<file path="src/rtl/alu_share_ctrl_pkg.sv">
// ---------------------------------------------------------------------------
// alu_share_ctrl_pkg
// Shared constants and types for the ALU sharing controller.
//   NUM_Threads : default number of hardware threads (existing constant)
//   NUM_ALUS    : default number of shared execute ALUs
//   LONG_LAT    : default reservation length of a long op, in cycles
//   alu_idx_t   : ALU index type for the default ALU count
//   wrap_inc    : modulo-n increment used for the round-robin pointer
// ---------------------------------------------------------------------------
package alu_share_ctrl_pkg;

    localparam int NUM_Threads = 4;
    localparam int NUM_ALUS    = 3;
    localparam int LONG_LAT    = 3;

    localparam int ALU_IDX_W = (NUM_ALUS > 1) ? $clog2(NUM_ALUS) : 1;

    typedef logic [ALU_IDX_W-1:0] alu_idx_t;

    // Increment idx and wrap back to 0 at n.
    function automatic int unsigned wrap_inc(input int unsigned idx, input int unsigned n);
        int unsigned nxt;
        nxt = idx + 32'd1;
        if (nxt >= n) begin
            nxt = 32'd0;
        end else begin
            nxt = nxt;
        end
        return nxt;
    endfunction

endpackage : alu_share_ctrl_pkg

</file>
<file path="src/rtl/alu_share_ctrl_rr_pick.sv">
// ---------------------------------------------------------------------------
// alu_share_ctrl_rr_pick
// Combinational rotating-priority finder. Lists thread indices in scan order
// starting at ptr and flags which positions hold a candidate.
// Ports:
//   cand    in  N            candidate vector, one bit per thread
//   ptr     in  PW           thread index that has top priority
//   ord_vld out N            ord_vld[p]=1 when the p-th thread in scan order is a candidate
//   ord_idx out N x PW       thread index at scan position p
// ---------------------------------------------------------------------------
module alu_share_ctrl_rr_pick #(
    parameter  int N  = 4,
    localparam int PW = (N > 1) ? $clog2(N) : 1
) (
    input  logic [N-1:0]         cand,
    input  logic [PW-1:0]        ptr,
    output logic [N-1:0]         ord_vld,
    output logic [N-1:0][PW-1:0] ord_idx
);

    logic [PW-1:0] idx_s;

    // Rotate the thread order so position 0 is ptr.
    always_comb begin
        idx_s   = '0;
        ord_vld = '0;
        ord_idx = '0;
        for (int p = 0; p < N; p++) begin
            idx_s      = PW'((int'(ptr) + p) % N);
            ord_idx[p] = idx_s;
            ord_vld[p] = cand[idx_s];
        end
    end

endmodule : alu_share_ctrl_rr_pick

</file>
<file path="src/rtl/alu_share_ctrl.sv">
// ---------------------------------------------------------------------------
// alu_share_ctrl
// Shares NUM_ALUS execute ALUs among NUM_THREADS threads with round-robin
// arbitration and drives the per-thread IF/ID hold vector. Long ops keep
// their ALU for LONG_LAT cycles. Grant, hold and ALU index are combinational
// from registered state plus current inputs so hold settles before the
// IF/ID capture edge.
// Ports:
//   clk       in  1                    clock
//   rst       in  1                    asynchronous active-low reset
//   req       in  NUM_THREADS          thread has an ALU op in ID
//   is_long   in  NUM_THREADS          op is multi-cycle (used on grant cycle)
//   ext_hold  in  NUM_THREADS          other stall source per thread
//   flush     in  NUM_THREADS          kill thread op, release its ALU
//   gnt       out NUM_THREADS          thread owns an ALU this cycle
//   alu_id    out NUM_THREADS x AW     ALU index per thread (0 when no grant)
//   hold      out NUM_THREADS          hold to IF/ID pipeline registers
//   stall_cnt out NUM_THREADS x 16     losing-candidate cycle counters
//                                      (only with ALU_SHARE_STATS_EN defined)
// Optional feature macro: ALU_SHARE_STATS_EN
// ---------------------------------------------------------------------------
module alu_share_ctrl #(
    parameter  int NUM_THREADS = alu_share_ctrl_pkg::NUM_Threads,
    parameter  int NUM_ALUS    = alu_share_ctrl_pkg::NUM_ALUS,
    parameter  int LONG_LAT    = alu_share_ctrl_pkg::LONG_LAT,
    localparam int AW          = (NUM_ALUS > 1) ? $clog2(NUM_ALUS) : 1
) (
    input  logic                           clk,
    input  logic                           rst,
    input  logic [NUM_THREADS-1:0]         req,
    input  logic [NUM_THREADS-1:0]         is_long,
    input  logic [NUM_THREADS-1:0]         ext_hold,
    input  logic [NUM_THREADS-1:0]         flush,
    output logic [NUM_THREADS-1:0]         gnt,
    output logic [NUM_THREADS-1:0][AW-1:0] alu_id,
    output logic [NUM_THREADS-1:0]         hold
`ifdef ALU_SHARE_STATS_EN
    ,
    output logic [NUM_THREADS-1:0][15:0]   stall_cnt
`endif
);

    import alu_share_ctrl_pkg::*;

    localparam int   TW      = (NUM_THREADS > 1) ? $clog2(NUM_THREADS) : 1;
    localparam int   CW      = $clog2(LONG_LAT + 1);
    localparam logic LONG_EN = (LONG_LAT > 1);

    // Registered state
    logic [TW-1:0] rr_ptr_r;
    logic [CW-1:0] cnt_r   [NUM_ALUS];
    logic [TW-1:0] owner_r [NUM_ALUS];

    // Ownership view of the reservations
    logic [NUM_THREADS-1:0]         busy_s;
    logic [NUM_THREADS-1:0]         own_multi_s;
    logic [NUM_THREADS-1:0][AW-1:0] own_alu_s;
    logic [NUM_ALUS-1:0]            free_s;

    // Arbitration
    logic [NUM_THREADS-1:0]         cand_s;
    logic [NUM_THREADS-1:0]         ord_vld_s;
    logic [NUM_THREADS-1:0][TW-1:0] ord_idx_s;
    logic [NUM_ALUS-1:0]            avail_s;
    logic                           found_s;
    logic [NUM_THREADS-1:0]         new_gnt_s;
    logic [NUM_THREADS-1:0][AW-1:0] new_alu_s;
    logic [TW-1:0]                  last_s;
    logic                           any_s;
    logic [NUM_ALUS-1:0]            alu_long_s;
    logic [TW-1:0]                  alu_thr_s [NUM_ALUS];

    // Decode which thread holds which reserved ALU; cnt==0 means free.
    always_comb begin
        busy_s      = '0;
        own_multi_s = '0;
        own_alu_s   = '0;
        free_s      = '0;
        for (int k = 0; k < NUM_ALUS; k++) begin
            if (cnt_r[k] == '0) begin
                free_s[k] = 1'b1;
            end else begin
                for (int i = 0; i < NUM_THREADS; i++) begin
                    if (owner_r[k] == TW'(i)) begin
                        busy_s[i]      = 1'b1;
                        own_alu_s[i]   = AW'(k);
                        own_multi_s[i] = (cnt_r[k] > CW'(1));
                    end else begin
                        own_multi_s[i] = own_multi_s[i];
                    end
                end
            end
        end
    end

    assign cand_s = req & ~ext_hold & ~flush & ~busy_s;

    alu_share_ctrl_rr_pick #(
        .N (NUM_THREADS)
    ) u_rr_pick (
        .cand    (cand_s),
        .ptr     (rr_ptr_r),
        .ord_vld (ord_vld_s),
        .ord_idx (ord_idx_s)
    );

    // Walk candidates in scan order; each takes the lowest free ALU left.
    always_comb begin
        avail_s    = free_s;
        found_s    = 1'b0;
        new_gnt_s  = '0;
        new_alu_s  = '0;
        last_s     = rr_ptr_r;
        any_s      = 1'b0;
        alu_long_s = '0;
        for (int k = 0; k < NUM_ALUS; k++) begin
            alu_thr_s[k] = '0;
        end
        for (int p = 0; p < NUM_THREADS; p++) begin
            found_s = 1'b0;
            if (ord_vld_s[p]) begin
                for (int k = 0; k < NUM_ALUS; k++) begin
                    if (!found_s && avail_s[k]) begin
                        found_s                  = 1'b1;
                        avail_s[k]               = 1'b0;
                        new_gnt_s[ord_idx_s[p]]  = 1'b1;
                        new_alu_s[ord_idx_s[p]]  = AW'(k);
                        last_s                   = ord_idx_s[p];
                        any_s                    = 1'b1;
                        alu_long_s[k]            = LONG_EN & is_long[ord_idx_s[p]];
                        alu_thr_s[k]             = ord_idx_s[p];
                    end else begin
                        found_s = found_s;
                    end
                end
            end else begin
                found_s = 1'b0;
            end
        end
    end

    // Per-thread outputs; flush wins over everything, reset forces zeros.
    always_comb begin
        gnt    = '0;
        alu_id = '0;
        hold   = '0;
        if (rst) begin
            for (int i = 0; i < NUM_THREADS; i++) begin
                if (flush[i]) begin
                    gnt[i]  = 1'b0;
                    hold[i] = 1'b0;
                end else if (busy_s[i]) begin
                    gnt[i]    = 1'b1;
                    alu_id[i] = own_alu_s[i];
                    hold[i]   = own_multi_s[i] | ext_hold[i];
                end else if (new_gnt_s[i]) begin
                    gnt[i]    = 1'b1;
                    alu_id[i] = new_alu_s[i];
                    hold[i]   = LONG_EN & is_long[i];
                end else begin
                    // A requester that is not granted is either a loser or
                    // externally held; both stall. No request: ext_hold only.
                    hold[i] = req[i] | ext_hold[i];
                end
            end
        end else begin
            gnt = '0;
        end
    end

    // Round-robin pointer and reservation counters.
    always_ff @(posedge clk or negedge rst) begin
        if (!rst) begin
            rr_ptr_r <= '0;
            for (int k = 0; k < NUM_ALUS; k++) begin
                cnt_r[k]   <= '0;
                owner_r[k] <= '0;
            end
        end else begin
            if (any_s) begin
                rr_ptr_r <= TW'(wrap_inc(32'(last_s), NUM_THREADS));
            end
            for (int k = 0; k < NUM_ALUS; k++) begin
                if (cnt_r[k] != '0) begin
                    // Counting continues through ext_hold; only flush cuts it short.
                    if (flush[owner_r[k]]) begin
                        cnt_r[k] <= '0;
                    end else begin
                        cnt_r[k] <= cnt_r[k] - CW'(1);
                    end
                end else if (alu_long_s[k]) begin
                    cnt_r[k]   <= CW'(LONG_LAT - 1);
                    owner_r[k] <= alu_thr_s[k];
                end
            end
        end
    end

`ifdef ALU_SHARE_STATS_EN
    logic [NUM_THREADS-1:0] losing_s;

    assign losing_s = cand_s & ~new_gnt_s;

    // Saturating count of cycles each thread lost arbitration.
    always_ff @(posedge clk or negedge rst) begin
        if (!rst) begin
            stall_cnt <= '0;
        end else begin
            for (int i = 0; i < NUM_THREADS; i++) begin
                if (losing_s[i] && (stall_cnt[i] != 16'hFFFF)) begin
                    stall_cnt[i] <= stall_cnt[i] + 16'd1;
                end
            end
        end
    end
`else
    // Statistics counters are not built in this configuration.
`endif

endmodule : alu_share_ctrl

</file>
<file path="config.mk">
export PLATFORM = sky130hd
export DESIGN_NAME = alu_share_ctrl
export DESIGN_NICKNAME = d
export VERILOG_FILES = /design/src/rtl/alu_share_ctrl_pkg.sv /design/src/rtl/alu_share_ctrl_rr_pick.sv /design/src/rtl/alu_share_ctrl.sv
export SDC_FILE = /design/constraint.sdc
export NUM_CORES = 1
export LEC_CHECK = 0
export ABC_AREA = 1
export BUFFER_PORTS_ARGS = -buffer_cell sky130_fd_sc_hd__buf_4
export CAP_MARGIN = 20
export CELL_PAD_IN_SITES_DETAIL_PLACEMENT = 1
export CELL_PAD_IN_SITES_GLOBAL_PLACEMENT = 2
export CORE_ASPECT_RATIO = 1.75
export CORE_MARGIN = 2
export CORE_UTILIZATION = 28
export CTS_BUF_LIST = sky130_fd_sc_hd__clkbuf_2 sky130_fd_sc_hd__clkbuf_4 sky130_fd_sc_hd__clkbuf_8
export CTS_CLUSTER_SIZE = 14
export DETAILED_ROUTE_END_ITERATION = 10
export GPL_TIMING_DRIVEN = 0
export HOLD_SLACK_MARGIN = 0.06
export MAX_ROUTING_LAYER = met4
export PLACE_DENSITY_LB_ADDON = 0.15
export SLEW_MARGIN = 20
export SYNTH_ARGS = -nofsm -noshare
export SYNTH_HDL_FRONTEND = slang
export SYNTH_HIERARCHICAL = 1
export SYNTH_SLANG_ARGS = --single-unit
</file>
<file path="constraint.sdc">
create_clock -name clk -period 3.23 [get_ports clk]
set_input_delay 0.4845 -clock clk [delete_from_list [all_inputs] [get_ports clk]]
set_output_delay 0.4845 -clock clk [all_outputs]
set_load 0.02 [all_outputs]
</file>
==> impl_metrics.tcl <==
set metrics [dict create \
    relSlewSlack 0.487 \
    cp_top_family "buffers and inverters" \
    drt-total-wl_um 18000 \
    cp-startpoint "cnt_r[4]$_DFFE_PN0P_" \
    routed-via-count 4560 \
    switching_share 0.602 \
    core_um2 10400 \
    synth_commonest_cells "nand2_1, inv_1, nand3_1, nor2_1, o21ai_0" \
    drc 0 \
    synth-compound-area-share 0.182 \
    synth-edff-count 0 \
    path_max_fanout 7 \
    synth_area_per_cell_um2 5.28 \
    cts_htree_levels 1 \
    antenna_cells 0 \
    period_needed_ns 4.09 \
    ff2ff_path_depth 25 \
    grt_pass1_wl_um 24400 \
    skew_ns 0.00213 \
    combPwrFrac 0.920 \
    synth_fa_ha_area_frac 0.0335 \
    total_leakage_power_nw 2.47 \
    synthMuxAreaShare 0.00335 \
    synth_top_cell_area_share 0.226 \
    first_global_vias 4543 \
    ys_seq_elements 14 \
    portBuffers 33 \
    pin_count 34 \
    synth_top_cell_by_area "nand2_1" \
    placed_cells 726 \
    hold_path_class "in -> async" \
    fin_tns_setup_ns -12.59 \
    cts_buffers 3 \
    worstMarginPinSlew_ns 0.767 \
    ctsRootBufferMaster "clkbuf_8" \
    clk_pin_slew_ns 0.07 \
    die_area_um2 11500 \
    initial_core_util 0.288 \
    nets 715 \
    die_h_um 141 \
    crit_path_frequent_cell "buf_4" \
    setup_violations 23 \
    grt_max_degree 17 \
    clock-sinks 14 \
    r2r_end "rr_ptr_r[1]$_DFFE_PN0P_" \
    cp-end-kind "output pin" \
    clk_latency_ns 0.25 \
    cellPowerDensity_nw_per_um2 1290 \
    switchingPower_mw 4.08 \
    synth.area.top_cells "nand2_1, dfrtp_1, nand3_1, inv_1, nor2_1" \
    grt-ovfl-total 0 \
    syn_area_um2 2990 \
    async_reset_ff_frac 1.00 \
    fmax_ghz 0.245 \
    detail_route.wl_per_cell_um 22.1 \
    netlist_instances 566 \
    synth-xor-area-share 0 \
    die_x_um 82.1 \
    rrSetupSlack_ns -0.11 \
    ir_worst_vdd_mv 0.488 \
    clockPowerShare 0.028 \
    period_share 1.26 \
    violations "negative setup slack" \
    layout-drive-gt1-share 0.475 \
    max_stage_delay_ns 0.40 \
    place_area_um2 3580 \
    first_pass_iters 5 \
    clk_path_buf_depth 2 \
    final_cells 815 \
    start_kind "flop" \
    synth_top_family_by_area "simple AND/OR/NAND/NOR gates" \
    yosysMostFrequentCell "nand2_1" \
    reg2reg_from "cnt_r[4]$_DFFE_PN0P_" \
    worstSetupPathType "reg -> out" \
    synth-simple-area-share 0.532 \
    netlist-cell-type-count 41 \
    p_int_mw 2.70 \
    rsz0062_at_grt "true" \
    outcome "complete, but fails checks" \
    antenna_found_initial 0 \
    gp_congestion 0.992 \
    grtUsageTotal 0.293 \
    hpwl_um 12400 \
    drtIter0Drc 206 \
    syn_to_final_growth_pct 76.6 \
    power_frac_seq 0.052 \
    syn-num-nets 592 \
    critPathSlowestCell "dfrtp_1" \
    num_rows 49 \
    cp.required_ns 2.75 \
    hold_violations 0 \
    vias_per_cell 5.60 \
    yosysWarnings 6 \
    final_critical_path_setup_slack_ns -0.855 \
    ys_seq_area_frac 0.117 \
    postLayoutCellArea_um2 5280 \
    slew_violations 0 \
    cap_viol_max_count 0 \
    crit_arrival_ns 3.60 \
    ys.flop_type "dfrtp_1" \
    cts_tree "yes" \
    worst-path-buf-inv 20 \
    ant_nets 0 \
]
-- through the flow --
step	util	setup slack, ns	hold WS [ns]	total power [mW]
global route	0.509	-1.01	0.0939	7.14
global placement	0.346	-1.21	0.361	3.91
floorplan	-	-0.112	0.189	2.87
CTS	0.444	-0.764	0.0912	5.53
finish	0.509	-0.855	0.0873	6.78
detailed placement	0.346	-1.23	0.367	3.98
-- cell usage in the layout (no fill, tap or decap), types with 3 or more instances in the layout --
cell type | Yosys | final
nand3_2 | 2 | 15
inv_4 | 1 | 7
a21oi_2 | 1 | 8
dfrtp_1 | 14 | 13
nand3_4 | 0 | 9
ha_1 | 8 | 5
nand2_2 | 10 | 35
o21ai_0 | 26 | 14
nand2_4 | 6 | 16
clkbuf_1 | 4 | 3
o211ai_1 | 4 | 4
nand2_8 | 0 | 11
nand4_1 | 6 | 6
o31ai_1 | 3 | 3
inv_1 | 72 | 51
clkinvlp_4 | 0 | 3
nor2_4 | 1 | 23
inv_2 | 7 | 16
a31oi_1 | 8 | 7
nor3_4 | 0 | 4
or2_2 | 4 | 4
buf_4 | 7 | 96
a21oi_4 | 1 | 7
o22ai_1 | 8 | 8
nor2_2 | 8 | 16
a21oi_1 | 23 | 10
nand3_1 | 58 | 36
nor3_1 | 19 | 13
buf_12 | 0 | 5
nor4_4 | 0 | 3
o21ai_1 | 3 | 12
inv_8 | 0 | 3
nand2_1 | 180 | 134
buf_6 | 0 | 26
a22oi_1 | 4 | 4
clkbuf_8 | 0 | 4
nor2_1 | 57 | 27
-- metal layers --
metal  vias to the layer above  track usage  wire length, um
met1                      2185        0.286             5940
met5                         -            -                0
li1                       2089            -                -
met2                       178        0.551             9790
met3                       108       0.0134              612
met4                         0        0.163             1670
-- flip-flops by register name, summed over array words and instances (netlist names) --
| name | flops |
|---|---|
| owner_r | 6 |
| rr_ptr_r | 2 |
| cnt_r | 6 |
-- worst register-to-register path, stage by stage, from the launching register on --
cell and delay, ns:
dfrtp_1 0.40, inv_2 0.08, ha_4 0.17, inv_8 0.07, nand2_2 0.12, nand2_4 0.08
nor2_4 0.12, inv_2 0.06, nor4_4 0.27, nand2_1 0.12, nand2_2 0.09, nand2_1 0.05
nand2_1 0.08, buf_6 0.13, buf_12 0.11, buf_4 0.12, nor2_4 0.06, a21oi_2 0.20
a21oi_2 0.13, buf_4 0.16, o21bai_4 0.20, nand3_2 0.13, nand2_2 0.10, nand2_1 0.05
nand3_1 0.08, nand2_1 0.06
-- timing repair --
item	CTS	global route
cloned	0	0
hold buffers	0	0
setup endpoints to repair	30	30
setup buffers	63	24
pin swaps	46	56
gates resized for setup	127	113
-- how the worst max path moves through the flow --
| stage | end | slack [ns] | cells after the start |
|---|---|---|---|
| final | gnt[1] | -0.86 | 25 |
| after global routing | alu_id[5] | -1.01 | 27 |
| after CTS | hold[0] | -0.76 | 27 |
| after detailed placement | alu_id[6] | -1.23 | 25 |
| after global placement | alu_id[6] | -1.21 | 25 |
| after floorplan | alu_id[7] | -0.11 | 25 |
-- final cells by class --
cell class	instances	area, um2
timing repair buffer	119	1040
buffer	13	103
fill	1349	5090
tap	127	159
sequential	14	352
inverter	82	364
clock buffer	4	55.1
multi-input combinational	456	3200
-- logic make-up (layout without fill, tap and decap cells) --
logic type | after synthesis | after routing
buffers and inverters | 96 | 218
AO/OA/AOI/OAI | 90 | 90
adder cells (fa/ha/maj) | 8 | 8
flip-flops | 14 | 14
AND/OR/NAND/NOR | 357 | 357
multiplexers | 1 | 1
-- power by group through the flow --
stage / combinational, mW / sequential (mW) / clock, mW
3_3_place_gp: 3.57 / 0.347 / 0
4_1_cts: 4.99 / 0.350 / 0.189
6_report: 6.24 / 0.355 / 0.187
5_1_grt: 6.58 / 0.369 / 0.199
2_1_floorplan: 2.55 / 0.323 / 0
3_5_place_dp: 3.63 / 0.353 / 0
Power figures use the tool's default switching activity.
